**src/rtl/tick_timer_if.sv**
```systemverilog
// Peripheral bus bundle for the tick timer.
// The CPU side drives the strobes; the timer returns read data and irq.
interface tick_timer_if #(
  parameter int WIDTH = 16
);
  logic [1:0]       i_addr;
  logic             i_we;
  logic             i_re;
  logic [WIDTH-1:0] i_wdata;
  logic [WIDTH-1:0] o_rdata;
  logic             o_irq;

  modport master (
    output i_addr, i_we, i_re, i_wdata,
    input  o_rdata, o_irq
  );

  modport slave (
    input  i_addr, i_we, i_re, i_wdata,
    output o_rdata, o_irq
  );
endinterface

```
**src/rtl/tick_timer.sv**
```systemverilog
// Down-counting timer peripheral with one-shot/auto-reload modes,
// a sticky expiry flag and a level interrupt.
module tick_timer #(
  parameter int WIDTH = 16
) (
  input  logic        i_clk,
  input  logic        i_rst,
  input  logic        i_ce,
  tick_timer_if.slave bus
);
  typedef enum logic {IDLE, RUN} state_e;

  localparam logic [1:0] A_CTRL   = 2'd0;
  localparam logic [1:0] A_RELOAD = 2'd1;
  localparam logic [1:0] A_COUNT  = 2'd2;
  localparam logic [1:0] A_STATUS = 2'd3;

  state_e           state_q;
  logic             auto_q;
  logic             irqen_q;
  logic             exp_q;
  logic [WIDTH-1:0] reload_q;
  logic [WIDTH-1:0] count_q;
  logic [WIDTH-1:0] rdata_q;
  logic [WIDTH-1:0] rdata_d;

  logic wr_ctrl;
  logic wr_reload;
  logic wr_count;
  logic wr_status;
  logic tick;
  logic expire;

  assign wr_ctrl   = bus.i_we && (bus.i_addr == A_CTRL);
  assign wr_reload = bus.i_we && (bus.i_addr == A_RELOAD);
  assign wr_count  = bus.i_we && (bus.i_addr == A_COUNT);
  assign wr_status = bus.i_we && (bus.i_addr == A_STATUS);

  assign tick   = i_ce && (state_q == RUN);
  assign expire = tick && (count_q == '0);

  always_comb begin
    rdata_d = '0;
    case (bus.i_addr)
      A_CTRL: begin
        rdata_d[0] = (state_q == RUN);
        rdata_d[1] = auto_q;
        rdata_d[2] = irqen_q;
      end
      A_RELOAD: rdata_d = reload_q;
      A_COUNT:  rdata_d = count_q;
      default:  rdata_d[0] = exp_q;
    endcase
  end

  // Later assignments win: expiry beats STATUS clear,
  // and bus writes beat the tick update of COUNT.
  always_ff @(posedge i_clk) begin
    if (i_rst) begin
      state_q  <= IDLE;
      auto_q   <= 1'b0;
      irqen_q  <= 1'b0;
      exp_q    <= 1'b0;
      reload_q <= '0;
      count_q  <= '0;
      rdata_q  <= '0;
    end else begin
      if (bus.i_re)
        rdata_q <= rdata_d;
      if (wr_status && bus.i_wdata[0])
        exp_q <= 1'b0;
      if (tick) begin
        if (expire) begin
          exp_q <= 1'b1;
          if (auto_q)
            count_q <= reload_q;
          else
            state_q <= IDLE;
        end else begin
          count_q <= count_q - 1'b1;
        end
      end
      if (wr_reload)
        reload_q <= bus.i_wdata;
      if (wr_ctrl) begin
        auto_q  <= bus.i_wdata[1];
        irqen_q <= bus.i_wdata[2];
        if (!bus.i_wdata[0]) begin
          state_q <= IDLE;
          count_q <= count_q;
        end else if (state_q == IDLE) begin
          state_q <= RUN;
          count_q <= reload_q;
        end
      end
      if (wr_count)
        count_q <= bus.i_wdata;
    end
  end

  assign bus.o_rdata = rdata_q;
  assign bus.o_irq   = exp_q & irqen_q;
endmodule

```
**src/flat_wrapper.sv**
```systemverilog
// flat-port wrapper written by rule: the top's interface ports become plain ports
module tick_timer_flat 
#(
  parameter int WIDTH = 16
)
  (i_clk, i_rst, i_ce, bus_i_addr, bus_i_we, bus_i_re, bus_i_wdata, bus_o_rdata, bus_o_irq);
  tick_timer_if #(.WIDTH(WIDTH)) bus_i ();
  input  logic i_clk;
  input  logic i_rst;
  input  logic i_ce;
  input wire logic [$bits(bus_i.i_addr)-1:0] bus_i_addr;
  input wire logic [$bits(bus_i.i_we)-1:0] bus_i_we;
  input wire logic [$bits(bus_i.i_re)-1:0] bus_i_re;
  input wire logic [$bits(bus_i.i_wdata)-1:0] bus_i_wdata;
  output wire logic [$bits(bus_i.o_rdata)-1:0] bus_o_rdata;
  output wire logic [$bits(bus_i.o_irq)-1:0] bus_o_irq;
  assign bus_i.i_addr = bus_i_addr;
  assign bus_i.i_we = bus_i_we;
  assign bus_i.i_re = bus_i_re;
  assign bus_i.i_wdata = bus_i_wdata;
  assign bus_o_rdata = bus_i.o_rdata;
  assign bus_o_irq = bus_i.o_irq;
  tick_timer #(.WIDTH(WIDTH)) u_core (.i_clk(i_clk), .i_rst(i_rst), .i_ce(i_ce), .bus(bus_i));
endmodule
```
**config.mk**
```make
export PLATFORM = sky130hd
export DESIGN_NAME = tick_timer_flat
export DESIGN_NICKNAME = d
export VERILOG_FILES = /design/src/rtl/tick_timer_if.sv /design/src/rtl/tick_timer.sv /design/src/flat_wrapper.sv
export SDC_FILE = /design/constraint.sdc
export NUM_CORES = 1
export LEC_CHECK = 0
export CAP_MARGIN = 5
export CORE_UTILIZATION = 60
export CTS_CLUSTER_SIZE = 24
export DETAILED_ROUTE_END_ITERATION = 8
export GPL_ROUTABILITY_DRIVEN = 0
export GPL_TIMING_DRIVEN = 0
export PLACE_DENSITY = 0.85
export SYNTH_ARGS = -nofsm -noshare
export SYNTH_HDL_FRONTEND = slang
export SYNTH_SLANG_ARGS = --single-unit
```
**constraint.sdc**
```tcl
create_clock -name i_clk -period 5.4 [get_ports i_clk]
set_clock_uncertainty 0.1 [all_clocks]
set_input_delay 0.81 -clock i_clk [delete_from_list [all_inputs] [get_ports i_clk]]
set_output_delay 0.81 -clock i_clk [all_outputs]
set_load 0.01 [all_outputs]
```
# Word level (Yosys, flattened, before mapping)
# Cells that the tools add are included.
# W data, S select, Z words.
classes:
  n_reduce_logical: 9
  n_mux: 19
  n_bitwise: 1
  n_addsub: 1
  n_eq_ne: 4
op_table:
  columns: ["operator", "n"]
  rows:
  - ["$mux W16", 7]
  - ["$pmux W13 S2", 1]
  - ["$logic_not A16 Y1", 1]
  - ["$sub A16 B1 Y16 const B", 1]
  - ["$mux W1", 9]
  - ["$logic_and A1 B1 Y1", 7]
  - ["$pmux W2 S3", 1]
  - ["$eq A2 B2 Y1 const B", 2]
  - ["$ne A3 B3 Y1 const B", 1]
  - ["$pmux W1 S3", 1]
  - ["$eq A2 B1 Y1 const B", 1]
  - ["$logic_not A2 Y1", 1]
  - ["$and A1 B1 Y1", 1]
totals:
  in_bits: 23
  register_bits: 52

# Depth between registers and ports, before layout
# Gate-level depths: netlist of the first run.
logic_depth:
  word_depth: 8
  ltp_mapped: 9
  ltp_nobuf: 7

# Worst setup path before layout of the first run
# No wires, ideal clock.
synth_path:
  path_type: "input port to flip-flop"
  start: "in bus_i_addr[0]"
  end: "reg u_core.count_q[7]"
  path_slack_ns: 2.947
  path_stages: 9
  arrival_ns: 2.263
  required_ns: 5.209
  cell_sequence: "inv_1 > ha_1 > clkbuf_1 > nand3b_1 > clkbuf_1 > nor2_1 > nor3_1 > o22ai_1 > a311oi_1"
synth_between:
  elab_chain_cells: 4
synth_lines:
  columns: ["item", "line_no", "text"]
  rows:
  - ["start: declaration", "flat_wrapper.sv:11", "input wire logic [$bits(bus_i.i_addr)-1:0] bus_i_addr;"]
  - ["$logic_not A2 Y1", "tick_timer.sv:34", "assign wr_ctrl = bus.i_we && (bus.i_addr == A_CTRL);"]
  - ["$logic_and A1 B1 Y1", "tick_timer.sv:34", null]
  - ["$mux W16", "tick_timer.sv:85", "if (wr_ctrl) begin"]
  - ["$mux W16", "tick_timer.sv:96", "if (wr_count)"]
  - ["end signal: assignment", "tick_timer.sv:90", "count_q <= count_q;"]
  - ["end signal: assignment", "tick_timer.sv:93", "count_q <= reload_q;"]
  - ["end signal: assignment", "tick_timer.sv:97", "count_q <= bus.i_wdata;"]
  - ["end: declaration", "tick_timer.sv:23", "logic [WIDTH-1:0] count_q;"]
# Parallel ways exist; a longest one is shown, timed or not.
# A chain may end at the register's enable or synchronous reset.

# Final worst setup path of the first run
# Ends and elaborated chain as after synthesis.

==> key figures, run 1 <==
Clock network
  – CTS tree: yes
  – Worst skew pair latency: 320 ps
  – CTS root buf: clkbuf_8
  – H-tree depth: 2
  – Clk pin slew, worst setup/hold paths: ~100 ps
  – Postcts setup bufs: 0
  – Clk buf depth: 2
  – Cts repair resizes: 0
  – Post-CTS Hold Buffers: 0
  – Clock Sinks: 52
  – CTS Buf Count: 5

Min path
  – Hold_sp: u_core.irqen_q
  – Worst Hold Endpoint: u_core.irqen_q
  – Worst hold path type: reg -> reg
  – WHS Path Cells: 2

Global routing
  – Initial antenna violation count: 0
  – Pin count of the biggest net entering global routing: 16
  – Global route overflow: 0
  – Tot GR Track Use: 0.3954
  – First-pass GRT wire length: 16710 um
  – Vias in the first global route: 3414

Placed design
  – Port bufs: 38
  – Placed Instance Area: 3684 sq um
  – DPL Wire Length: 7714 um
  – Placed Instances: 535

Worst setup path
  – CP arrival: 3390 ps
  – CP Capture Type: flop
  – Worst-path fanout max: 10
  – R2R depth: 8
  – Setup CP Type: in -> reg
  – Startpoint Class: primary input
  – CP required: approximately 5500 ps
  – FF-to-FF setup slack: 2610 ps
  – Reg2reg end: u_core.count_q[5]
  – Worst R2R Start: u_core.count_q[1]

Logic synthesis
  – Top-count cell post-synth: nand2_1
  – Syn Std Cell Area: 3216 sq um
  – Async set or reset register ratio after synthesis: 0
  – Most frequent cells after synthesis: 64 x nand2_1, 52 x dfxtp_1, 36 x a21oi_1, 36 x nor2_1, 33 x clkbuf_1
  – Syn_nets: 455
  – Post-synth EDFFs: 0
  – Post-Synth XOR/XNOR Area: 0.002724
  – Synth top area cells: dfxtp_1 32%, nand2_1 7.5%, a21oi_1 5.6%
  – Syn avg cell area: roughly 7.5 sq um
  – Post-synthesis mux area share: 0.006226
  – Synth warn: 0
  – Main synth FF type: dfxtp_1
  – Post-Synth Simple-Gate Area: 0.2735
  – Share of the synthesized area in the top cell type: 0.3237
  – Post-Synth Adder-Cell Area: 0.01946
  – Yosys reg bits: 52
  – Synth cell types: 65
  – Post-synthesis cell type with the largest combined area: dfxtp_1
  – Compound-cell area share of the yosys netlist: 0.3125
  – Main combinational cell family by area after synthesis: compound AO/OA/AOI/OAI gates
  – Post-Synthesis Cells: 427
  – Sequential fraction of the synthesis area: 0.3237

Floorplan
  – Cell row count: 26
  – Die height: 75.21 um
  – Core area: slightly above 5000 sq um
  – Top Ports: 40
  – Initial Utilization: 0.6256
  – Die W: between 70 and 80 um
  – Total die area: 5656 sq um

STA
  – Final Max Slew Viols: 0
  – Endpoints failing hold: 0
  – TNS Setup: 0 ps
  – Fmax achieved: 305.9 MHz
  – Relative slew slack: 0.4179
  – Final Cycle Share: 0.6054
  – Slew of the pin with the lowest slew margin: 869.9 ps
  – Fin crit period: 3269 ps
  – # setup viols final: 0
  – RSZ-0062 raised after global routing: false

Drt
  – Drt wl/cell: 20.09 um
  – Routed wire length: 10910 um
  – TritonRoute pass-1 iters: 8
  – Vias: between 3000 and 4000
  – DRC Markers: 0
  – ANT nets after route: 0
  – DRT iter0 DRCs: 698
  – Avg Vias per Cell: a little over 7

Finish
  – Final #Nets: 500
  – Multi-input logic area: 1976 sq um
  – Layout cells sized above 1: 0.04440
  – Post-route cell area: 3791 sq um
  – FF/Latch Area: 1041 sq um
  – Diodes inserted: 0
  – Layout area overhead: 17.90%
  – Non-filler cells, final: 543
  – Final-layout fill cell count: 440

Power
  – P_leak: 1.336 nW
  – Overall power: 969.0 uW
  – Power density over cell area: 255.6 nW/um^2
  – VDD IR max: 168.7 uV

Run status
  – Outcome: finished clean

Run
  – Max-capacitance violation count: 0
worst max-delay path, cell delays in order:
cell and delay (ps):
clkdlybuf4s50_1 530, inv_1 80, ha_1 230, clkbuf_1 230, nand3b_1 440, clkbuf_1 460, nor2_1 80, nor3_1 180
o22ai_1 110, a311oi_1 240
layer usage:
| layer | vias to the layer above | GRT usage | share of wire | routed length, um |
|---|---|---|---|---|
| li1 | 1691 | - | - | - |
| met1 | 1728 | 0.4930 | 0.37 | 4057 |
| met2 | 355 | 0.6216 | 0.44 | 4827 |
| met3 | 79 | 0.1071 | 0.14 | 1498 |
| met4 | 0 | 0.2160 | 0.048 | 527 |
| met5 | - | 0 | 0 | 0 |
logic make-up (layout without fill, tap and decap cells):
kind of cell    Yosys count  in the layout
fa+ha+maj                 5              5
mux                       2              2
simple gates            176            176
xor+xnor                  1              1
flops                    52             52
buf+inv                  50             96
compound gates          141            141
flip-flops by register name (all words and copies together) (netlist names):
register	cells
u_core.bus.o_rdata	16
u_core.count_q	16
u_core.reload_q	16
u_core.auto_q	1
u_core.exp_q	1
u_core.irqen_q	1
u_core.state_q	1
power breakdown:
part / internal (mW) / switching [mW]
Clock: 0.138 / 0.134
Combinational: 0.110 / 0.164
Sequential: 0.401 / 0.0229
Total: 0.648 / 0.321
area by class of cell:
cell class / instances / share of cell area
multi-input cells: 325 / 0.5211
flip-flops and latches: 52 / 0.2746
repair buffers: 38 / 0.1003
plain buffers: 40 / 0.04257
well taps: 70 / 0.02310
clock buffers: 6 / 0.01914
inverters: 10 / 0.009901
clock inverters: 2 / 0.009241
worst max-delay path by stage:
stage,from,depth (start not counted),endpoint
CTS,bus_i_addr[0],10,u_core.count_q[7]
finish,bus_i_addr[0],10,u_core.count_q[7]
floorplan,bus_i_addr[0],9,u_core.count_q[7]
global placement,bus_i_addr[0],10,u_core.count_q[7]
detailed placement,bus_i_addr[0],10,u_core.count_q[7]
global route,bus_i_addr[0],10,u_core.count_q[7]
cell usage in the layout (no fill, tap or decap), drive strengths merged, types with 7 or more instances in the layout:
| master | Yosys | final |
|---|---|---|
| clkdlybuf4s50 | 0 | 38 |
| a22o | 13 | 13 |
| o21ai | 15 | 15 |
| nor2 | 36 | 36 |
| nor3 | 20 | 20 |
| nor4 | 8 | 8 |
| or4 | 7 | 7 |
| a21oi | 36 | 36 |
| dfxtp | 52 | 52 |
| inv | 9 | 9 |
| a22oi | 18 | 18 |
| nand2 | 64 | 64 |
| nand3 | 10 | 10 |
| clkbuf | 33 | 39 |
| buf | 7 | 7 |
through the flow:
step                      utilization  setup WS [ps]  hold WS (ps)
after floorplan                     -           2947         344.4
after global placement         0.7167           1977         359.4
after detailed placement       0.7167           1902         379.7
after CTS                      0.7376           2238         391.9
after global routing           0.7376           1954         416.1
final                          0.7376           2131         395.5
Note: power is estimated with default switching activity, not from simulation.
==> run 2: changes to the inputs <==
--- a/config.mk
+++ b/config.mk
@@ -6,12 +6,12 @@
 export NUM_CORES = 1
 export LEC_CHECK = 0
 export CAP_MARGIN = 5
-export CORE_UTILIZATION = 60
+export CORE_UTILIZATION = 50
 export CTS_CLUSTER_SIZE = 24
 export DETAILED_ROUTE_END_ITERATION = 8
 export GPL_ROUTABILITY_DRIVEN = 0
 export GPL_TIMING_DRIVEN = 0
-export PLACE_DENSITY = 0.85
+export PLACE_DENSITY = 0.76
 export SYNTH_ARGS = -nofsm -noshare
 export SYNTH_HDL_FRONTEND = slang
 export SYNTH_SLANG_ARGS = --single-unit
==> constraint.sdc (replaced) <==
create_clock -name i_clk -period 3 [get_ports i_clk]
set_clock_uncertainty 0.1 [all_clocks]
set_input_delay 0.45 -clock i_clk [delete_from_list [all_inputs] [get_ports i_clk]]
set_output_delay 0.45 -clock i_clk [all_outputs]
set_load 0.01 [all_outputs]
==> key figures, run 2 (synthesis gave the netlist of run 1 again) <==
Run
  – Max-capacitance violation count: 0 (unchanged)

Global routing
  – Global route overflow: 0 (unchanged)
  – Initial antenna violation count: 0 (unchanged)
  – Pin count of the biggest net entering global routing: 17 (was 16)
  – First-pass GRT wire length: 17020 um (was 16710 um)
  – Tot GR Track Use: 0.3360 (was 0.3954)
  – Vias in the first global route: 3428 (was 3414)

Power
  – Overall power: 1.660 mW (was 969.0 uW)
  – Net Sw Frac: 0.3461 (was 0.3311)
  – Pint: 1.085 mW (was 648.2 uW)
  – P_leak: 1.324 nW (was 1.336 nW)
  – Combinational share of power: 0.294 (was 0.282)
  – Seq pwr share: 0.459 (was 0.437)
  – Clk pwr share: 0.247 (was 0.281)
  – Net switching power figure: 574.4 uW (was 320.9 uW)
  – VDD IR max: 226.5 uV (was 168.7 uV)
  – Power density over cell area: 439.1 nW/um^2 (was 255.6 nW/um^2)

Worst setup path
  – Worst path max stage delay: 530 ps (about the same)
  – Setup CP Type: reg -> reg (was in -> reg)
  – Crit-path cells: inv_1, ha_1, or4b_4, nor4_4, buf_2, nor4_1, nor3_1, a311oi_1 (was clkdlybuf4s50_1, inv_1, ha_1, clkbuf_1, nand3b_1, clkbuf_1, nor2_1, nor3_1, o22ai_1, a311oi_1)
  – Worst R2R Start: u_core.count_q[1] (unchanged)
  – CP arrival: 2880 ps (was 3390 ps)
  – Slowest CP cell: or4b_4 (was clkdlybuf4s50_1)
  – Buf/Inv on CP: 2 (was 4)
  – CP Capture Type: flop (unchanged)
  – CP required: 3050 ps (was 5520 ps)
  – Setup crit start: u_core.count_q[1] (was bus_i_addr[0])
  – Worst-path fanout max: 10 (unchanged)
  – Delay-heaviest family, CP: simple AND/OR/NAND/NOR gates (was buffers and inverters)
  – Startpoint Class: flop (was primary input)

Floorplan
  – Core area: 6061 sq um (was 5140 sq um)
  – Top Ports: 40 (unchanged)
  – Initial Utilization: 0.5306 (was 0.6256)
  – Total die area: 6756 sq um (was 5656 sq um)
  – Cell row count: 28 (was 26)
  – Die height: 82.20 um (was 75.21 um)
  – Die W: 82.20 um (was 75.21 um)

STA
  – Slew of the pin with the lowest slew margin: 910.8 ps (was 869.9 ps)
  – Relative slew slack: 0.3905 (was 0.4179)
  – Endpoints failing hold: 0 (unchanged)
  – # setup viols final: 0 (unchanged)
  – Fmax achieved: 354.0 MHz
  – Final Max Slew Viols: 0 (unchanged)
  – Fin crit period: 2825 ps
  – RSZ-0062 raised after global routing: false (unchanged)
  – Final Cycle Share: 0.9416

Drt
  – DRT iter0 DRCs: 623 (was 698)
  – Avg Vias per Cell: 6.763 (was 7.096)
  – TritonRoute pass-1 iters: 8 (unchanged)
  – Drt wl/cell: 19.58 um (was 20.09 um)
  – ANT nets after route: 0 (unchanged)
  – DRC Markers: 0 (unchanged)
  – Routed wire length: 10730 um (was 10910 um)
  – Vias: 3706 (was 3853)

Finish
  – Post-route cell area: 3780 sq um (was 3791 sq um)
  – Layout area overhead: 17.55% (was 17.90%)
  – Most frequent cells in the layout: 64 x nand2_1, 52 x dfxtp_1, 38 x clkdlybuf4s50_1 (unchanged)
  – Final #Nets: 500 (unchanged)
  – Non-filler cells, final: 548 (was 543)
  – Util after Layout: 0.6237 (was 0.7376)
  – Final-layout fill cell count: 564 (was 440)
  – Commonest non-fill, non-tap cell in the layout: nand2_1 (unchanged)
  – Diodes inserted: 0 (unchanged)
  – Layout cells sized above 1: 0.04651 (was 0.04440)

Clock network
  – Post-CTS Hold Buffers: 0 (unchanged)
  – Clock Sinks: 52 (unchanged)
  – CTS tree: yes (unchanged)
  – Clk buf depth: 2 (unchanged)
  – CTS root buf: clkbuf_8 (unchanged)
  – Clk pin slew, worst setup/hold paths: 100 ps (about the same)
  – Postcts setup bufs: 0 (unchanged)
  – CTS Buf Count: 5 (unchanged)
  – Worst skew pair latency: 310 ps (was 320 ps)
  – H-tree depth: 2 (unchanged)

Placed design
  – Placed Instance Area: 3690 sq um (was 3684 sq um)
  – DPL Wire Length: 7636 um (was 7714 um)
  – Placed Instances: 540 (was 535)
  – Port bufs: 38 (unchanged)

Min path
  – Hold_sp: u_core.irqen_q (unchanged)
  – Worst hold path type: reg -> reg (unchanged)

Run status
  – Outcome: finished clean (unchanged)
==> run 2: cell count changes in the layout (fill, tap and decap cells not counted) <==
cell,before,now
clkinvlp_4,0,1
clkbuf_2,0,1
clkinv_4,0,1
clkbuf_1,34,33
bufinv_16,1,0
clkinv_2,1,0
==> run 2: path summary, 6_finish.rpt <==
kind | end | slack (ps) | cells past startpoint
max | u_core.count_q[5] | 180 | 8
min reg2reg | u_core.irqen_q | 380 | 2
max reg2reg | u_core.count_q[5] | 180 | 8
min | u_core.irqen_q | 380 | 2
==> run 2: power by group through the flow <==
stage | sequential [mW] | clock, mW | combinational (mW)
after floorplan | 0.763 | 0 | 0.338
after global placement | 0.773 | 0 | 0.464
after detailed placement | 0.774 | 0 | 0.471
after CTS | 0.758 | 0.421 | 0.473
after global routing | 0.765 | 0.439 | 0.526
final | 0.762 | 0.410 | 0.488
==> run 2: repair_timing <==
item	CTS	global route
gates resized for setup	0	2
hold endpoints to repair	0	0
endpoints found under the setup margin	0	1
==> run 2: stage by stage <==
step                setup slack (ps)  TNS (ps)  hold slack (ps)
finish                         175.2         0            379.6
global route                   57.47         0            397.4
CTS                            211.3         0            384.5
detailed placement            -131.2    -334.3            371.9
global placement              -80.17    -141.0            360.2
floorplan                      572.5         0            344.4
==> run 2: area by class of cell <==
class	count	area [sq um]	share of cell area
clock buffers	6	72.57	0.01920
clock inverters	2	16.27	0.004303
multi-input cells	325	1976	0.5227
inverters	10	37.54	0.009930
repair buffers	38	380.4	0.1006
flip-flops and latches	52	1041	0.2754
well taps	75	93.84	0.02483
plain buffers	40	162.7	0.04303
==> run 2: tightest hold or removal path, cell delays in order, from the launching register on <==
cell and delay (ps):
dfxtp_1 330, nand2_1 60, a21oi_1 50
==> run 2: routing by layer <==
metal	part of all wire	global-route usage	routed length (um)	vias to the layer above
li1	-	-	-	1687
met5	0	0	0	-
met2	0.44	0.5314	4708	281
met3	0.12	0.05604	1334	60
met1	0.40	0.4416	4242	1678
met4	0.041	0.1614	445	0
==> run 3: changes to the inputs <==
--- a/config.mk
+++ b/config.mk
@@ -6,12 +6,14 @@
 export NUM_CORES = 1
 export LEC_CHECK = 0
 export CAP_MARGIN = 5
+export CORE_MARGIN = 1.5
 export CORE_UTILIZATION = 50
 export CTS_CLUSTER_SIZE = 24
 export DETAILED_ROUTE_END_ITERATION = 8
 export GPL_ROUTABILITY_DRIVEN = 0
 export GPL_TIMING_DRIVEN = 0
 export PLACE_DENSITY = 0.76
+export SKIP_CTS_REPAIR_TIMING = 1
 export SYNTH_ARGS = -nofsm -noshare
 export SYNTH_HDL_FRONTEND = slang
 export SYNTH_SLANG_ARGS = --single-unit
==> key figures, run 3 (synthesis gave the netlist of run 1 again) <==
Min path
  – WHS Path Cells: 2 (unchanged)
  – Hold_sp: u_core.irqen_q (unchanged)
  – Worst Hold Endpoint: u_core.irqen_q (unchanged)
  – Worst hold path type: reg -> reg (unchanged)

Worst setup path
  – Startpoint Class: flop (unchanged)
  – CP required: 3110 ps (was 3050 ps)
  – Setup CP Type: reg -> reg (unchanged)
  – FF-to-FF setup slack: 160 ps (was 180 ps)
  – Reg2reg end: u_core.count_q[11] (was u_core.count_q[5])
  – Worst-path fanout max: 10 (unchanged)
  – Setup crit start: u_core.count_q[1] (unchanged)
  – CP Capture Type: flop (unchanged)
  – Worst R2R Start: u_core.count_q[1] (unchanged)
  – CP arrival: 2950 ps (was 2880 ps)
  – R2R depth: 8 (unchanged)

Drt
  – ANT nets after route: 0 (unchanged)
  – Vias: 3789 (was 3706)
  – DRC Markers: 0 (unchanged)
  – Drt wl/cell: 20.30 um (was 19.58 um)
  – Avg Vias per Cell: 6.902 (was 6.763)
  – DRT iter0 DRCs: 587 (was 623)
  – TritonRoute pass-1 iters: 6 (was 8)
  – Routed wire length: 11150 um (was 10730 um)

STA
  – # setup viols final: 0 (unchanged)
  – Relative slew slack: 0.3912 (was 0.3905)
  – Fin crit period: 2837 ps (was 2825 ps)
  – Slew of the pin with the lowest slew margin: 909.9 ps (was 910.8 ps)
  – Fmax achieved: 352.5 MHz (was 354.0 MHz)
  – Hold slack final: 393.4 ps (was 379.6 ps)
  – Final Cycle Share: 0.9456 (was 0.9416)
  – Final Max Slew Viols: 0 (unchanged)
  – TNS Setup: 0 ps (unchanged)
  – Endpoints failing hold: 0 (unchanged)
  – RSZ-0062 raised after global routing: false (unchanged)

Floorplan
  – Initial Utilization: 0.5123 (was 0.5306)
  – Top Ports: 40 (unchanged)
  – Cell row count: 29 (was 28)
  – Die height: 83.20 um (was 82.20 um)
  – Total die area: 6921 sq um (was 6756 sq um)
  – Core area: 6277 sq um (was 6061 sq um)
  – Die W: 83.20 um (was 82.20 um)

Finish
  – Diodes inserted: 0 (unchanged)
  – Commonest non-fill, non-tap cell in the layout: nand2_1 (unchanged)
  – Final-layout fill cell count: 573 (was 564)
  – Final #Nets: 500 (unchanged)
  – Layout cells sized above 1: 0.04661 (was 0.04651)
  – Layout area overhead: 18.87% (was 17.55%)
  – Most frequent cells in the layout: 64 x nand2_1, 52 x dfxtp_1, 38 x clkdlybuf4s50_1 (unchanged)

Global routing
  – Global route overflow: 0 (unchanged)
  – Pin count of the biggest net entering global routing: 16 (was 17)
  – Initial antenna violation count: 0 (unchanged)
  – Vias in the first global route: 3448 (was 3428)
  – Tot GR Track Use: 0.3201 (was 0.3360)
  – First-pass GRT wire length: 17780 um (was 17020 um)

Power
  – P_leak: 1.347 nW (was 1.324 nW)
  – VDD IR max: 258.3 uV (was 226.5 uV)
  – Power density over cell area: 480.9 nW/um^2 (was 439.1 nW/um^2)

Run
  – Max-capacitance violation count: 0 (unchanged)

Run status
  – Outcome: finished clean (unchanged)

Clock network
  – CTS Buf Count: 5 (unchanged)
  – H-tree depth: 2 (unchanged)
  – Worst skew pair latency: 320 ps (was 310 ps)
  – Clk pin slew, worst setup/hold paths: 110 ps (was 100 ps)
  – Clk buf depth: 2 (unchanged)
  – Clock Sinks: 52 (unchanged)
  – CTS tree: yes (unchanged)
  – CTS root buf: clkbuf_8 (unchanged)

Placed design
  – DPL Wire Length: 7743 um (was 7636 um)
  – Port bufs: 38 (unchanged)
[run 3: changes by cell type in the layout (fill, tap and decap cells not counted), sizes merged]
cell      change
bufinv        +2
clkbuf        -1
clkinv        -1
clkinvlp      -1
[run 3: worst max path at each step]
stage / endpoint / depth (start not counted)
floorplan: u_core.count_q[10] / 8
global placement: u_core.count_q[7] / 10
detailed placement: u_core.count_q[7] / 10
CTS: u_core.count_q[7] / 10
global route: u_core.reload_q[15] / 9
finish: u_core.count_q[11] / 8
[run 3: cell type report]
| class | instances | area [sq um] | share of cell area |
|---|---|---|---|
| Tap cell | 77 | 96.34 | 0.02520 |
| Clock inverter | 2 | 60.06 | 0.01571 |
| Sequential cell | 52 | 1041 | 0.2723 |
| Multi-Input combinational cell | 325 | 1976 | 0.5169 |
| Clock buffer | 5 | 68.82 | 0.01800 |
| Buffer | 40 | 162.7 | 0.04255 |
| Inverter | 10 | 37.54 | 0.009820 |
| Timing Repair Buffer | 38 | 380.4 | 0.09951 |
[run 3: critical path, stage by stage (launching register included)]
cell	delay, ps
dfxtp_1	370
inv_1	150
ha_1	250
or4b_4	530
nor4_4	460
buf_2	350
a32o_1	200
nand3_1	80
and3_1	220
[run 3: stage by stage]
stage                     total power, mW  instances  utilization  instance area, sq um  worst slack [ps]
final                               1.838        549       0.6089                  3822             163.3
after global routing                1.898        549       0.6089                  3822             58.76
after CTS                           1.814        549       0.6087                  3821             172.0
after detailed placement            1.247        542       0.5882                  3692            -137.9
after global placement              1.237        542       0.5882                  3692            -87.31
after floorplan                     1.101        427            -                  3216             572.5
[run 3: report_power, final]
part	total, mW	switching, mW	internal (mW)	leakage (nW)
Clock	0.582	0.253	0.329	0.0642
Sequential	0.764	0.0426	0.721	0.423
Combinational	0.493	0.295	0.198	0.860
[run 3: routing by layer]
layer,wire (um),track usage,vias to the layer above
li1,-,-,1681
met1,4463,0.4267,1725
met2,4757,0.4834,316
met3,1330,0.06759,67
met4,593,0.1742,0
met5,0,0,-
